[src/rtl/hcsr04_emulator.sv]
// HC-SR04 ultrasonic sensor emulator.
// Measures the trigger pulse width. After a valid trigger it waits a fixed
// delay, then drives an echo pulse whose width encodes the simulated distance:
// distancia * CICLOS_POR_CM cycles, or CICLOS_TIMEOUT cycles when distancia is 0.
// A dead time follows each echo before a new trigger is accepted.
module hcsr04_emulator #(
    parameter int CICLOS_TRIGGER_MIN = 500,
    parameter int CICLOS_ATRASO      = 10000,
    parameter int CICLOS_POR_CM      = 2941,
    parameter int CICLOS_TIMEOUT     = 1900000,
    parameter int CICLOS_RECUPERA    = 3000000
) (
    input  logic        clock,
    input  logic        reset,
    input  logic        trigger,
    input  logic [11:0] distancia,
    output logic        echo,
    output logic        ocupado,
    output logic [3:0]  db_estado
);

    // The delay, timeout and dead-time phases never overlap, so they share
    // one counter sized for the longest of the three.
    localparam int CNT_MAX_AT = (CICLOS_ATRASO > CICLOS_TIMEOUT) ? CICLOS_ATRASO : CICLOS_TIMEOUT;
    localparam int CNT_MAX    = (CNT_MAX_AT > CICLOS_RECUPERA) ? CNT_MAX_AT : CICLOS_RECUPERA;
    localparam int CNT_W      = $clog2(CNT_MAX + 1);
    localparam int TRG_W      = $clog2(CICLOS_TRIGGER_MIN + 1);
    localparam int SUB_W      = (CICLOS_POR_CM > 1) ? $clog2(CICLOS_POR_CM) : 1;

    localparam logic [TRG_W-1:0] TRG_MIN     = TRG_W'(CICLOS_TRIGGER_MIN);
    localparam logic [CNT_W-1:0] ATRASO_FIM  = CNT_W'(CICLOS_ATRASO - 1);
    localparam logic [CNT_W-1:0] TIMEOUT_FIM = CNT_W'(CICLOS_TIMEOUT - 1);
    localparam logic [CNT_W-1:0] RECUPERA_FIM = CNT_W'(CICLOS_RECUPERA - 1);
    localparam logic [SUB_W-1:0] SUB_FIM     = SUB_W'(CICLOS_POR_CM - 1);

    typedef enum logic [3:0] {
        st_inicial      = 4'd0,
        st_mede_trigger = 4'd1,
        st_atraso       = 4'd2,
        st_echo_alto    = 4'd3,
        st_recupera     = 4'd4
    } estado_t;

    estado_t          estado;
    logic [TRG_W-1:0] cnt_trg;   // trigger width, saturates at the minimum
    logic [CNT_W-1:0] cnt;       // shared delay / timeout / dead-time counter
    logic [11:0]      cnt_cm;    // whole centimetres of echo elapsed
    logic [SUB_W-1:0] cnt_sub;   // cycles within the current centimetre
    logic [11:0]      dist_lat;  // distance captured at the trigger falling edge

    // Main FSM: all state, counters and the echo output move together.
    always_ff @(posedge clock) begin
        if (reset) begin
            estado   <= st_inicial;
            echo     <= 1'b0;
            cnt_trg  <= '0;
            cnt      <= '0;
            cnt_cm   <= '0;
            cnt_sub  <= '0;
            dist_lat <= '0;
        end else begin
            case (estado)
                st_inicial: begin
                    echo <= 1'b0;
                    if (trigger) begin
                        estado  <= st_mede_trigger;
                        cnt_trg <= TRG_W'(1);
                    end
                end
                st_mede_trigger: begin
                    if (trigger) begin
                        if (cnt_trg < TRG_MIN)
                            cnt_trg <= cnt_trg + TRG_W'(1);
                    end else if (cnt_trg >= TRG_MIN) begin
                        dist_lat <= distancia;
                        cnt      <= '0;
                        estado   <= st_atraso;
                    end else begin
                        estado <= st_inicial;
                    end
                end
                st_atraso: begin
                    if (cnt == ATRASO_FIM) begin
                        estado  <= st_echo_alto;
                        echo    <= 1'b1;
                        cnt     <= '0;
                        cnt_cm  <= '0;
                        cnt_sub <= '0;
                    end else begin
                        cnt <= cnt + CNT_W'(1);
                    end
                end
                st_echo_alto: begin
                    if (dist_lat == 12'd0) begin
                        // Out of range: fixed-width timeout echo.
                        if (cnt == TIMEOUT_FIM) begin
                            estado <= st_recupera;
                            echo   <= 1'b0;
                            cnt    <= '0;
                        end else begin
                            cnt <= cnt + CNT_W'(1);
                        end
                    end else if (cnt_sub == SUB_FIM) begin
                        // One centimetre done; stop after the last one.
                        cnt_sub <= '0;
                        if (cnt_cm == dist_lat - 12'd1) begin
                            estado <= st_recupera;
                            echo   <= 1'b0;
                            cnt    <= '0;
                        end else begin
                            cnt_cm <= cnt_cm + 12'd1;
                        end
                    end else begin
                        cnt_sub <= cnt_sub + SUB_W'(1);
                    end
                end
                st_recupera: begin
                    echo <= 1'b0;
                    if (cnt == RECUPERA_FIM) begin
                        estado <= st_inicial;
                        cnt    <= '0;
                    end else begin
                        cnt <= cnt + CNT_W'(1);
                    end
                end
                default: begin
                    estado <= st_inicial;
                    echo   <= 1'b0;
                end
            endcase
        end
    end

    assign ocupado   = (estado != st_inicial);
    assign db_estado = estado;

endmodule

[config.mk]
export PLATFORM = sky130hd
export DESIGN_NAME = hcsr04_emulator
export DESIGN_NICKNAME = d
export VERILOG_FILES = /design/src/rtl/hcsr04_emulator.sv
export SDC_FILE = /design/constraint.sdc
export NUM_CORES = 1
export LEC_CHECK = 0
export CAP_MARGIN = 20
export CORE_MARGIN = 3
export CORE_UTILIZATION = 55
export CTS_CLUSTER_DIAMETER = 100
export CTS_CLUSTER_SIZE = 20
export DETAILED_ROUTE_END_ITERATION = 6
export HOLD_SLACK_MARGIN = 0.02
export PLACE_DENSITY = 0.78
export SKIP_LAST_GASP = 1
export SLEW_MARGIN = 20
export SYNTH_ARGS = -nofsm -noshare
export SYNTH_HDL_FRONTEND = slang
export SYNTH_SLANG_ARGS = --single-unit
[constraint.sdc]
create_clock -name clock -period 3.32 [get_ports clock]
set_clock_uncertainty 0.05 [all_clocks]
set_input_delay 0.83 -clock clock [delete_from_list [all_inputs] [get_ports clock]]
set_output_delay 0.83 -clock clock [all_outputs]
set_load 0.03 [all_outputs]
==> results.md <==
| Stage | Result | This run |
|:---|:---|:---|
| timing | Highest Clock Rate | 0.3232 GHz |
| setup path | Required time of the worst setup path | 3.56 ns |
| clock tree | Hold_buf cts | 0 |
| clock tree | Clock slew at the register clock pins of the worst setup and hold paths | 0.07 ns |
| power | Pwr dens | 359.7 nW/µm² |
| grt | First-pass GRT wire length | 14.86 mm |
| timing | Sum of negative setup slack | 0 ns |
| timing | Tmin final | 3.095 ns |
| power | Worst ir drop on vdd | 248.1 µV |
| timing | Total count of max-transition violations in the final report | 0 |
| final layout | Final nets | 532 |
| final layout | Final-layout fill cell count | 625 |
| placed design | Cell Area, Placed | 4262 µm² |
| yosys | Net count of the mapped netlist | 516 |
| timing | Transition time of the tightest slew-check pin | 0.5718 ns |
| setup path | Largest delay share family, worst path | compound AO/OA/AOI/OAI gates |
| setup path | Endpoint kind of the worst setup timing path | flop |
| clock tree | Deepest level of the CTS H-tree | 3 |
| grt | Most used routing layer | met2 |
| yosys | Number of enable-type register cells in the synthesized netlist | 0 |
| clock tree | Setup repair bufs after CTS | 0 |
| final layout | N_diodes | 0 |
| setup path | Critical path peak fanout | 8 |
| die | Starting density of the core | 0.5764 |
| setup path | Worst Path Arrival | 3.33 ns |
| flow run | Maximum capacitance violations | 0 |
| clock tree | Root Buffer Master | clkbuf_8 |
| clock tree | Number of resized instances in the post-cts repair step | 0 |
| clock tree | Number of clock buffers inserted by TritonCTS | 9 |
| clock tree | Number of sinks on the clock net | 71 |
| final layout | Highest-count cells in the layout ignoring fill and taps | dfxtp_1, nor2_1, nand2_1 |
| outcome | Status | complete, no violations |
| final layout | Final instance area | 4451 µm² |
| yosys | Area of the mapped netlist | 3981 µm² |
| timing | Final hold vios | 0 |
| die | Top-level port count | 21 |
| yosys | Post-synthesis cell count | 493 |
| placed design | Port bufs | 19 |
| setup path | Startpoint-to-endpoint class of the critical path | reg -> reg |
| detailed routing | Aggregate routed wire length | 8.791 mm |
| power | Reported leakage power | 1.453 nW |
| detailed routing | Initial detailed-routing violation count | 235 |
| yosys | Share of synthesized area occupied by flip-flops and latches | 0.3570 |
| final layout | Fraction of final layout cells sized beyond drive strength 1 | 0.07393 |
| detailed routing | Vias per Instance | 5.861 |
| setup path | Worst Path Buf+Inv | 0 |
| timing | Unrepaired setup endpoints after global routing | no |
| grt | Overflow left after global routing | 0 |
| detailed routing | Residual antenna-violating net count after detailed routing | 0 |
| grt | Routing usage on met3 | 0.06131 |
| die | Number of cell rows | 30 |
| placed design | Final weighted congestion of routability-driven global placement | 0.9371 |
| timing | Final setup violation count | 0 |
| clock tree | Clock tree buffer depth | 2 |
| detailed routing | Via Count | 3575 |
| yosys | Mean Syn Cell Area | 8.076 µm² |
| die | Die Area | 8296 µm² |
| worst hold path | Path type of the worst min-delay path | reg -> reg |
| grt | Via count of the first global-routing pass | 3179 |
| final layout | Register Area | 1421 µm² |
| grt | Met2 track utilization from global routing | 0.3452 |
| die | Height of the die | 91.08 µm |
| grt | Global Route met1 Usage | 0.2904 |
| yosys | Primary FF master, synth | dfxtp_1 |
| yosys | Unique masters post-synth | 61 |
| final layout | Final core occ | 0.6444 |
| grt | Largest net degree at the start of global routing | 29 |
| die | Total core area | 6907 µm² |
| die | Die W | 91.08 µm |
| grt | Number of antenna violations at the first check in global routing | 0 |
| final layout | Area added between synthesis and finish | 11.79% |
| detailed routing | Final routed DRC violation total | 0 |
| final layout | Most frequent standard cell in the layout excluding fill and tap cells | dfxtp_1 |
| grt | Gr usage total | 0.2196 |
| detailed routing | Number of detailed-route iterations in the first pass | 4 |
| yosys | Synthesis-stage register bit count | 71 |
| timing | Post-route fraction of the period consumed by the critical path | 0.9321 |
| setup path | Delay contributed by the slowest stage of the critical path | 0.57 ns |
| setup path | Worst-path cell chain | or3_4, or3_1, a31o_2, o211ai_2, o21ai_1, a2111oi_2, or4b_1, a21oi_1 |
| final layout | Area occupied by multi-input gates | 2406 µm² |
| clock tree | Clk Latency, worst-skew pair | 0.36 ns |
| detailed routing | Routed wire per std cell | 14.41 µm |
| yosys | Proportion of synthesized flip-flops having asynchronous set or reset | 0 |
| setup path | Crit start category | flop |
| placed design | Detailed Place HPWL | 6.310 mm |
| clock tree | Clock tree from TritonCTS | built |
| timing | Relative slew slack | 0.6171 |
| yosys | Synth warnings | 0 |
| setup path | Master of the slowest instance on the critical path | a2111oi_2 |
-- worst reg2reg max path, cell delays in order, from the launching register on --
cell and delay (ns):
dfxtp_1 0.37, or3_4 0.43, or3_1 0.37, a31o_2 0.24, o211ai_2 0.21, o21ai_1 0.17
a2111oi_2 0.57, or4b_1 0.48, a21oi_1 0.15
-- synth_stat cells (3+ instances only) --
master,count,area [µm²]
o31ai_1,7,52.55
a21oi_1,34,170.2
nand2b_1,8,50.05
or4_1,10,75.07
mux2i_1,14,140.1
a21o_1,3,22.52
xor2_1,22,192.7
nand2_1,37,138.9
nor2b_1,7,43.79
o21a_1,3,22.52
xnor2_1,14,122.6
o41ai_1,3,26.28
clkbuf_1,17,63.81
nand4_1,12,75.07
nor3_1,19,95.09
o211ai_1,10,75.07
nor2_1,64,240.2
dfxtp_1,71,1421
nand3_1,21,105.1
or2_2,3,18.77
inv_1,15,56.30
a31oi_1,3,18.77
o21ai_0,19,95.09
ha_1,8,100.1
nand3b_1,4,30.03
and3_1,5,31.28
nor4_1,6,37.54
or3_1,12,75.07
-- kinds of logic after synthesis --
kind of cell | Yosys count | share of synthesized area
AOI/OAI and AO/OA | 101 | 0.1681
xor gates and xnor gates | 36 | 0.07919
adders and majority gates | 8 | 0.02514
buffers and inverters | 38 | 0.04022
DFF | 71 | 0.3570
muxes | 14 | 0.03520
other | 1 | 0.0009419
and+or+nand+nor | 224 | 0.2942
-- registers in the layout (all words and copies together) (netlist names) --
signal     flops
echo           1
cnt           22
db_estado      3
cnt_cm        12
dist_lat      12
cnt_trg        9
cnt_sub       12
-- final timing paths --
path | startpoint | end | slack, ns | depth (start not counted)
setup / recovery | dist_lat[2] | cnt_cm[8] | 0.23 | 8
hold / removal | cnt_trg[8] | cnt_trg[8] | 0.43 | 2
setup reg to reg | dist_lat[2] | cnt_cm[8] | 0.23 | 8
hold reg to reg | cnt_trg[8] | cnt_trg[8] | 0.43 | 2
-- stage by stage --
| step | worst slack (ns) | hold slack, ns | std cells | power, W |
|---|---|---|---|---|
| after detailed placement | 0.2563 | 0.4166 | 594 | 0.0009398 |
| after global placement | 0.3517 | 0.4028 | 594 | 0.0009394 |
| after CTS | 0.2420 | 0.4364 | 610 | 0.001616 |
| after global routing | 0.03816 | 0.4781 | 610 | 0.001661 |
| final | 0.2255 | 0.4311 | 610 | 0.001601 |
| after floorplan | 0.3978 | 0.3864 | 493 | 0.0009107 |
-- routing by layer --
| metal | routed length [µm] | part of all wire | vias up |
|---|---|---|---|
| met4 | 124 | 0.014 | 0 |
| met5 | 0 | 0 | - |
| li1 | - | - | 1805 |
| met2 | 4135 | 0.47 | 75 |
| met3 | 371 | 0.042 | 9 |
| met1 | 4160 | 0.47 | 1686 |
-- cell type report --
cell class              count  area share
multi-input cells         384      0.5406
flip-flops and latches     71      0.3194
repair buffers             28     0.05791
clock buffers              10     0.02868
well taps                  96     0.02699
clock inverters             6     0.01378
inverters                  15     0.01265
-- power by group --
group / internal, W / switching, W
Combinational: 0.0000276 / 0.0000338
Sequential: 0.000853 / 0.00000543
Clock: 0.000344 / 0.000337
No activity file was read; power rests on OpenSTA's default activity.
